$ cat src/rtl/pcm_rom_pkg.sv
// Shared types and constants for the PCM ROM download-to-DDRAM writer.
// Latency: n/a (types, constants and pure helper functions only).
// Backpressure: n/a.
package pcm_rom_pkg;

  // One DDRAM word carries eight download bytes.
  localparam int LANES      = 8;
  localparam int BYTE_W     = 8;
  localparam int WORD_W     = LANES * BYTE_W;
  localparam int LANE_W     = 3;
  localparam int BE_W       = LANES;

  // Address widths of the download bus and of the DDRAM word address.
  localparam int DL_ADDR_W  = 25;
  localparam int DDR_ADDR_W = 29;

  // Word index within the region: the byte offset without its lane bits.
  localparam int WIDX_W     = DL_ADDR_W - LANE_W;

  typedef enum logic [1:0] {
    ST_IDLE      = 2'd0,  // accumulating bytes into the held word
    ST_WRITE     = 2'd1,  // DDRAM_WE asserted, waiting for acceptance
    ST_FLUSH_END = 2'd2   // download ended with a partial word still held
  } state_t;

  // Byte lane of a region offset.
  function automatic logic [LANE_W-1:0] lane_of(input logic [DL_ADDR_W-1:0] off);
    return off[LANE_W-1:0];
  endfunction

  // Word index of a region offset.
  function automatic logic [WIDX_W-1:0] widx_of(input logic [DL_ADDR_W-1:0] off);
    return off[DL_ADDR_W-1:LANE_W];
  endfunction

endpackage

$ cat src/rtl/pcm_byte_packer.sv
// Packs in-region download bytes into a 64-bit word with byte enables; one-byte skid.
// Latency: a byte lands in the held word one edge after its strobe (skid bytes one edge after IDLE resumes).
// Backpressure: while the FSM is busy a single strobe is captured in the skid register; a second one is dropped.
module pcm_byte_packer
  import pcm_rom_pkg::*;
#(
  parameter logic [DL_ADDR_W-1:0] REGION_START = 25'h0,
  parameter int                   REGION_SIZE  = 262144
) (
  input  logic                 clk_sys,
  input  logic                 reset,
  input  logic                 i_idle,        // FSM is accumulating
  input  logic                 i_clr,         // held word accepted by DDRAM
  input  logic                 i_dl_active,
  input  logic                 i_dl_wr,
  input  logic [DL_ADDR_W-1:0] i_dl_addr,
  input  logic [BYTE_W-1:0]    i_dl_data,
  output logic [WORD_W-1:0]    o_word,
  output logic [BE_W-1:0]      o_be,
  output logic [WIDX_W-1:0]    o_nxt_widx,    // word index held after this edge
  output logic                 o_skid_vld,
  output logic                 o_conflict,    // new byte belongs to another word
  output logic                 o_land7        // a byte lands in the last lane
);

  logic [WORD_W-1:0]    r_word;
  logic [BE_W-1:0]      r_be;
  logic [WIDX_W-1:0]    r_widx;
  logic                 r_skid_vld;
  logic [DL_ADDR_W-1:0] r_skid_off;
  logic [BYTE_W-1:0]    r_skid_dat;

  logic [31:0]          w_off32;
  logic                 w_hit;
  logic [DL_ADDR_W-1:0] w_dl_off;
  logic                 w_src_vld;
  logic [DL_ADDR_W-1:0] w_src_off;
  logic [BYTE_W-1:0]    w_src_dat;
  logic [WIDX_W-1:0]    w_src_widx;
  logic [LANE_W-1:0]    w_src_lane;
  logic                 w_conflict;
  logic                 w_merge;
  logic                 w_capture;

  // Single unsigned compare covers both bounds: addresses below the region
  // wrap to huge offsets and fail the size test.
  assign w_off32  = {7'd0, i_dl_addr} - {7'd0, REGION_START};
  assign w_hit    = i_dl_active & i_dl_wr & (w_off32 < 32'(REGION_SIZE));
  assign w_dl_off = w_off32[DL_ADDR_W-1:0];

  // A pending skid byte always goes ahead of a live strobe.
  assign w_src_vld  = r_skid_vld | w_hit;
  assign w_src_off  = r_skid_vld ? r_skid_off : w_dl_off;
  assign w_src_dat  = r_skid_vld ? r_skid_dat : i_dl_data;
  assign w_src_widx = widx_of(w_src_off);
  assign w_src_lane = lane_of(w_src_off);

  // A byte for another word forces the held word out first; the byte waits in
  // the skid register meanwhile. A skid byte never conflicts because the word
  // was cleared on the way back to IDLE.
  assign w_conflict = i_idle & w_src_vld & (r_be != '0) & (w_src_widx != r_widx);
  assign w_merge    = i_idle & w_src_vld & ~w_conflict;
  assign w_capture  = w_hit & ~r_skid_vld & (~i_idle | w_conflict);

  assign o_word     = r_word;
  assign o_be       = r_be;
  assign o_nxt_widx = w_merge ? w_src_widx : r_widx;
  assign o_skid_vld = r_skid_vld;
  assign o_conflict = w_conflict;
  assign o_land7    = w_merge & (w_src_lane == LANE_W'(LANES - 1));

  // Held word, byte enables and skid register.
  always_ff @(posedge clk_sys) begin
    if (reset) begin
      r_word     <= '0;
      r_be       <= '0;
      r_widx     <= '0;
      r_skid_vld <= 1'b0;
      r_skid_off <= '0;
      r_skid_dat <= '0;
    end else begin
      if (i_clr) begin
        r_word <= '0;
        r_be   <= '0;
      end else if (w_merge) begin
        r_word[{w_src_lane, 3'b000} +: BYTE_W] <= w_src_dat;
        r_be[w_src_lane]                       <= 1'b1;
        r_widx                                 <= w_src_widx;
      end

      if (w_capture) begin
        r_skid_vld <= 1'b1;
        r_skid_off <= w_dl_off;
        r_skid_dat <= i_dl_data;
      end else if (w_merge && r_skid_vld) begin
        r_skid_vld <= 1'b0;
      end
    end
  end

endmodule

$ cat src/rtl/pcm_rom_writer.sv
// Writes the PCM ROM part of an ioctl download into DDRAM as 64-bit single-beat writes.
// Latency: WE rises the cycle after lane 7 fills (or after a word change / download end) and holds until accepted.
// Backpressure: dl_wait is high while a write is pending or the skid byte is full; DDRAM_BUSY stretches WE.
module pcm_rom_writer
  import pcm_rom_pkg::*;
#(
  parameter logic [DDR_ADDR_W-1:0] BASE_ADDR    = 29'h0300000,
  parameter logic [DL_ADDR_W-1:0]  REGION_START = 25'h0,
  parameter int                    REGION_SIZE  = 262144
) (
  input  logic                  clk_sys,
  input  logic                  reset,
  input  logic                  dl_active,
  input  logic                  dl_wr,
  input  logic [DL_ADDR_W-1:0]  dl_addr,
  input  logic [BYTE_W-1:0]     dl_data,
  output logic                  dl_wait,
  input  logic                  DDRAM_BUSY,
  output logic [DDR_ADDR_W-1:0] DDRAM_ADDR,
  output logic [WORD_W-1:0]     DDRAM_DIN,
  output logic [BE_W-1:0]       DDRAM_BE,
  output logic                  DDRAM_WE,
  output logic [7:0]            DDRAM_BURSTCNT,
  output logic                  loaded
);

  state_t                r_state;
  logic                  r_we;
  logic [DDR_ADDR_W-1:0] r_addr;
  logic                  r_loaded;
  logic                  r_active_d;
  logic                  r_pend_end;   // download ended, final flush not yet done

  logic                  w_idle;
  logic                  w_accept;
  logic                  w_rise;
  logic                  w_fall;
  logic [WORD_W-1:0]     w_word;
  logic [BE_W-1:0]       w_be;
  logic [WIDX_W-1:0]     w_nxt_widx;
  logic                  w_skid_vld;
  logic                  w_conflict;
  logic                  w_land7;

  assign w_idle   = (r_state == ST_IDLE);
  assign w_accept = (r_state == ST_WRITE) & ~DDRAM_BUSY;
  assign w_rise   = dl_active & ~r_active_d;
  assign w_fall   = ~dl_active & r_active_d;

  pcm_byte_packer #(
    .REGION_START (REGION_START),
    .REGION_SIZE  (REGION_SIZE)
  ) u_packer (
    .clk_sys     (clk_sys),
    .reset       (reset),
    .i_idle      (w_idle),
    .i_clr       (w_accept),
    .i_dl_active (dl_active),
    .i_dl_wr     (dl_wr),
    .i_dl_addr   (dl_addr),
    .i_dl_data   (dl_data),
    .o_word      (w_word),
    .o_be        (w_be),
    .o_nxt_widx  (w_nxt_widx),
    .o_skid_vld  (w_skid_vld),
    .o_conflict  (w_conflict),
    .o_land7     (w_land7)
  );

  // Write sequencing, DDRAM address/strobe and the loaded flag.
  always_ff @(posedge clk_sys) begin
    if (reset) begin
      r_state    <= ST_IDLE;
      r_we       <= 1'b0;
      r_addr     <= BASE_ADDR;
      r_loaded   <= 1'b0;
      r_active_d <= 1'b0;
      r_pend_end <= 1'b0;
    end else begin
      r_active_d <= dl_active;

      // A new download cancels any previous completion; the end of one
      // is remembered until its last word is out.
      if (w_rise) begin
        r_loaded   <= 1'b0;
        r_pend_end <= 1'b0;
      end else if (w_fall) begin
        r_pend_end <= 1'b1;
      end

      case (r_state)
        ST_IDLE: begin
          // Address follows the held word so it is already valid when WE rises.
          r_addr <= BASE_ADDR + DDR_ADDR_W'(w_nxt_widx);
          if (w_conflict || w_land7) begin
            r_state <= ST_WRITE;
            r_we    <= 1'b1;
          end else if ((w_fall || r_pend_end) && !dl_active && !w_skid_vld) begin
            if (w_be != '0) begin
              r_state <= ST_FLUSH_END;
            end else begin
              r_loaded   <= 1'b1;
              r_pend_end <= 1'b0;
            end
          end
        end

        ST_FLUSH_END: begin
          r_state <= ST_WRITE;
          r_we    <= 1'b1;
        end

        ST_WRITE: begin
          if (!DDRAM_BUSY) begin
            r_state <= ST_IDLE;
            r_we    <= 1'b0;
            // Nothing left behind this word once the download is over.
            if (!dl_active && !w_skid_vld) begin
              r_loaded   <= 1'b1;
              r_pend_end <= 1'b0;
            end
          end
        end

        default: begin
          r_state <= ST_IDLE;
          r_we    <= 1'b0;
        end
      endcase
    end
  end

  assign dl_wait        = (r_state != ST_IDLE) | w_skid_vld;
  assign DDRAM_WE       = r_we;
  assign DDRAM_ADDR     = r_addr;
  assign DDRAM_DIN      = w_word;
  assign DDRAM_BE       = w_be;
  assign DDRAM_BURSTCNT = 8'd1;
  assign loaded         = r_loaded;

endmodule

$ cat config.mk
export PLATFORM = sky130hd
export DESIGN_NAME = pcm_rom_writer
export DESIGN_NICKNAME = d
export VERILOG_FILES = /design/src/rtl/pcm_rom_pkg.sv /design/src/rtl/pcm_byte_packer.sv /design/src/rtl/pcm_rom_writer.sv
export SDC_FILE = /design/constraint.sdc
export NUM_CORES = 1
export LEC_CHECK = 0
export BUFFER_PORTS_ARGS = -buffer_cell sky130_fd_sc_hd__buf_4
export CORE_MARGIN = 3
export CORE_UTILIZATION = 49
export DETAILED_ROUTE_END_ITERATION = 10
export HOLD_SLACK_MARGIN = 0.15
export PLACE_DENSITY = 0.78
export REMOVE_ABC_BUFFERS = 1
export SLEW_MARGIN = 30
export SYNTH_ARGS = -nofsm -noshare
export SYNTH_HDL_FRONTEND = slang
export SYNTH_SLANG_ARGS = --single-unit
$ cat constraint.sdc
create_clock -name clk_sys -period 3.1 [get_ports clk_sys]
set_input_delay 0.31 -clock clk_sys [delete_from_list [all_inputs] [get_ports clk_sys]]
set_output_delay 0.31 -clock clk_sys [all_outputs]
set_load 0.02 [all_outputs]
After elaboration in Yosys (flattened, before gate mapping)
Cells that the tools add are included.
- $lt $le $gt $ge: 3
- equal/unequal tests: 8
- bitwise logic cells: 22
- shifts and indexed selects: 2
- mux-type cells: 31
- reduce and logical (&&, ||, !) cells: 16
- add/sub/neg operators: 2
- operators by type and width (kind ; count):
    $bwmux 64 ; 1
    $shift 8x8->64 const A ; 1
    $shiftx 8x8->64 ; 1
    $lt 25x19->1 const B ; 1
    $mux 25 ; 1
    $add 22x22->23 const A ; 1
    $mux 22 ; 1
    $ne 22x22->1 ; 1
    $mux 1 ; 18
    $and 1x1->1 ; 12
    $mux 2 ; 4
    $mux 8 ; 1
    $neg 6->8 ; 1
    $or 8x8->8 ; 1
    $reduce_bool 8->1 ; 1
    $ne 3x3->1 const B ; 2
    $not 1->1 ; 6
    $pmux 2 s3 ; 1
    $logic_and 1x1->1 ; 5
    $lt 3x4->1 const B ; 1
    $ne 2x2->1 const B ; 2
    $pmux 1 s2 ; 2
    $reduce_bool 2->1 ; 2
    $demux 1 s3 ; 1
    12 further kinds ; 16
- flip-flop bits (word level): 163

Logic depth before layout (Yosys ltp)
- word-level depth: 12
- depth in mapped cells: 11
- gate-level depth less buffers: 8

Hierarchy
Synthesis repeated with hierarchy kept, for this count alone.
- cells, all modules: 723
- area total of the unflattened synthesis: 6765.2 µm²
- modules (own cells, without submodules) (module ; seq. area each (µm²) ; instances ; area an instance (µm²) ; cells an instance):
    pcm_byte_packer ; 2562.5 ; 1 ; 5554.1 ; 573
    pcm_rom_writer ; 580.6 ; 1 ; 1211.2 ; 150

Worst setup path after synthesis
Ideal clock, no wire load.
- path type: flip-flop to flip-flop
- start: register u_packer.r_skid_vld (netlist: u_packer.o_skid_vld)
- end: register u_packer.r_word[48] (netlist: u_packer.o_word[48])
- slack: -0.003 ns
- setup time: 0.126 ns
- data arrival time: 2.978 ns
- cell stages (with the launch flop): 9
- clock period less this slack: 3.103 ns
- cell sequence: dfxtp_1 buf_6 buf_2 mux2i_1 ha_1 ha_1 nor3b_1 nand4_4 mux2i_1
- word-level cells in the longest chain between the ends: 6
- elaborated cells on any way between the ends: 13
- those cells by class: 1 x add/sub; 1 x eq/ne; 2 x shift; 3 x mux; 6 x bitwise
- ends and longest elaborated chain (item ; RTL line ; RTL):
    from (decl) ; pcm_byte_packer.sv:29 ; logic r_skid_vld;
    from (signal assigned) ; pcm_byte_packer.sv:78 ; r_skid_vld <= 1'b0;
    from (signal assigned) ; pcm_byte_packer.sv:92 ; r_skid_vld <= 1'b1;
    from (signal assigned) ; pcm_byte_packer.sv:96 ; r_skid_vld <= 1'b0;
    branches (longest 6 deep; another with $neg 6->8) ; n/a ;
    to (signal, indexed assignment) ; pcm_byte_packer.sv:86 ; r_word[{w_src_lane, 3'b000} +: BYTE_W] <= w_src_dat;
    to (decl) ; pcm_byte_packer.sv:26 ; logic [WORD_W-1:0] r_word;
Several ways; the timed one is not identified.
A chain may end at the register's enable or synchronous reset.

Worst setup path in the final report
- start: register u_packer.r_skid_vld (netlist: u_packer.o_skid_vld)
- end: register r_addr[21] (netlist: DDRAM_ADDR[21])
- word-level cells in the longest chain between the ends: 8
- elaborated cells on any way between the ends: 10
- those cells by class: 1 x add/sub; 1 x eq/ne; 2 x mux; 6 x bitwise
- ends and longest elaborated chain (item ; RTL line ; RTL):
    branches (longest 6 deep; another with $mux 25) ; n/a ;
    $mux 22 (*) ; pcm_byte_packer.sv:67 ; assign o_nxt_widx = w_merge ? w_src_widx : r_widx;
    $add 22x22->23 (*) ; pcm_rom_writer.sv:94 ; r_addr <= BASE_ADDR + DDR_ADDR_W'(w_nxt_widx);
    to (signal assigned) ; pcm_rom_writer.sv:94 ;
    to (decl) ; pcm_rom_writer.sv:29 ; logic [DDR_ADDR_W-1:0] r_addr;
Mark *: on every way between the ends.

==> reports/metrics.csv <==
metric,value,unit
outcome,completed,
drt_first_pass_iters,5,
critPathArrivalTime,3310,ps
synth-adder-area-share,0.7362,%
numCtsBuffers,17,
rows,42,
grt_pass1_vias,5607,
ant_nets,0,
syn_area_per_cell,9.739,um2
pin_count,150,
syn-cell-area,0.006798,mm2
gp_congestion,0.8878,
grt_overflow,0,
cts_tree,built,
route.detailed.drc,0,
rsz0062_at_grt,false,
clockBufferDepth,2,
port_buffers,135,
drive_gt1_share,27.14,%
area_growth,30.22,%
die_area,0.01532,mm2
cts-root-buf,clkbuf_16,
min_path_cells,3,
htree_levels,4,
hold_class,in -> reg,
antenna_found_initial,0,
syn_inst,698,
crit_start,u_packer.o_skid_vld,
synth_compound_area_share,9.258,%
synthSimpleGateAreaFrac,16.82,%
dp_hpwl,12.10,mm
die_x,123.8,um
synthXorXnorAreaFrac,2.835,%
final_core_util,66.06,%
crit_type,reg -> reg,
end_kind,flip-flop,
cts.clk_slew.worst_paths,60,ps
synth_top_family_by_area,multiplexers,
drtIter0Drc,323,
clk_latency,430,ps
skew,12.46,ps
placed_cells,986,
nFillCells,1054,
reg2reg_from,u_packer.o_skid_vld,
drv_cap,0,
fp.dieH,123.8,um
core_area,0.01340,mm2
synth_edf_count,0,
synth_ff_type,dfxtp_1,
worstPathRequired,3450,ps
timing.final.crit_period,2961,ps
muxShareOfSynthArea,18.92,%
power_density,497.7,mW/mm2
clock-sinks,157,
hold_start,dl_addr[3],
wl_per_cell,17.19,um
diodes,0,
stdcell_count,1042,
peakVddDrop,387.2,uV
hold_viol_final,0,
p_leak,3.792,nW
viasPerCell,5.417,
p_total,0.004406,W
wl,17.91,mm
ys_async_sr_fraction,0,%
start_util,50.73,%
vias,5645,
grt_first_pass_wirelength,28.32,mm
synthDistinctLibCells,50,
ys_warn_count,0,
fmax,337.7,MHz
cp-start-kind,flip-flop,
finalCritPeriodShare,95.53,%
ys_seq_area_share,46.24,%
layout.nets,895,
crit_fanout,19,
rr_worst_depth,9,
fin_hold_ws,166.2,ps
grt_max_degree,81,
worstMarginPinSlew,867.4,ps
setup_viol_count_final,0,
slew_headroom,42.17,%
grt_use_total,23.60,%
ys_ff_latch,157,
drv_slew,0,
## what timing repair did
action / in CTS / in global routing
hold endpoints to repair: 24 / 0
resized for setup: 0 / 6
setup endpoints to repair: 0 / 60
setup buffers: 0 / 0
hold buffers: 24 / 0
## worst max-delay path, cell delays in order, from the launching register on
cell      delay (ps)
dfxtp_2          490
buf_12           240
mux2i_1          310
xnor2_1          120
nor4_2           360
nand4_1          230
o21ai_4          290
mux2_2           390
ha_1             270
o211ai_1         170
## registers in the layout (all words and copies together), names as in the netlist, 2 cells and up
register / count
u_packer.o_word: 64
u_packer.r_skid_off: 25
DDRAM_ADDR: 23
u_packer.r_widx: 22
u_packer.o_be: 8
u_packer.r_skid_dat: 8
r_state: 2
## synthesized netlist by cell type (all sizes together) (9+ instances only)
cell,number,share of area (%)
nor2,72,4.0
o221ai,20,2.6
and2,11,1.0
a21oi,24,1.8
buf,29,3.3
dfxtp,157,46
clkbuf,28,1.5
xnor2,21,2.7
nand2,118,6.5
a31oi,9,0.83
mux2,10,1.7
mux2i,115,17
a211oi,21,2.9
## layout by cell type, fill, tap and decap left out, types with 7 or more instances in the layout
cell type,Yosys,routed
a211oi_1,13,13
a211oi_2,8,8
a21oi_1,24,23
a31oi_1,9,8
and2_1,11,11
buf_4,17,155
clkbuf_16,0,17
conb_1,2,14
dfxtp_1,157,156
dlygate4sd3_1,0,24
inv_6,0,7
mux2_2,10,10
mux2i_1,109,108
mux2i_2,6,7
nand2_1,118,118
nor2_1,72,70
o221ai_1,20,20
xnor2_1,21,21
## final timing paths
check,slack [ps],endpoint
worst min register to register,460,DDRAM_ADDR[6]
worst max register to register,140,DDRAM_ADDR[21]
worst min-delay path,170,u_packer.r_skid_off[3]
worst max-delay path,140,DDRAM_ADDR[21]
## kinds of logic after synthesis
kind of cell             Yosys count
AO/OA/AOI/OAI                     84
XOR/XNOR                          22
adder cells (fa/ha/maj)            4
buffers and inverters             62
flip-flops                       157
multiplexers                     125
other                              2
AND/OR/NAND/NOR                  242
## area by class of cell
cell class / count / area (um2) / area share [%]
Clock inverter: 15 / 175.2 / 1.979
Clock buffer: 17 / 425.4 / 4.806
Multi-Input combinational cell: 491 / 3425 / 38.69
Tap cell: 176 / 220.2 / 2.488
Timing Repair Buffer: 181 / 1444 / 16.31
Sequential cell: 157 / 3144 / 35.52
Inverter: 5 / 18.77 / 0.2120
## report_power, final
part           switching [W]  leakage [nW]  internal [W]  total [W]
registers         0.00000226          1.26       0.00202    0.00202
logic               0.000154          2.23      0.000101   0.000255
clock network       0.000912         0.298       0.00122    0.00213
## per-layer routing
layer / track usage (%) / vias up / part of all wire [%]
li1: - / 2713 / -
met1: 30.17 / 2709 / 43
met2: 38.66 / 202 / 48
met3: 6.857 / 21 / 7.5
met4: 7.128 / 0 / 1.1
met5: 0 / - / 0
## metrics by stage
stage / setup TNS (ps) / setup slack [ps] / cell area [um2]
3_3_place_gp: 0 / 173.7 / 7974
2_1_floorplan: -221720 / -1914 / 6516
6_report: 0 / 138.7 / 8852
5_1_grt: 0 / 10.98 / 8852
4_1_cts: 0 / 49.98 / 8815
3_5_place_dp: 0 / 70.83 / 7974
Power figures use the tool's default switching activity.
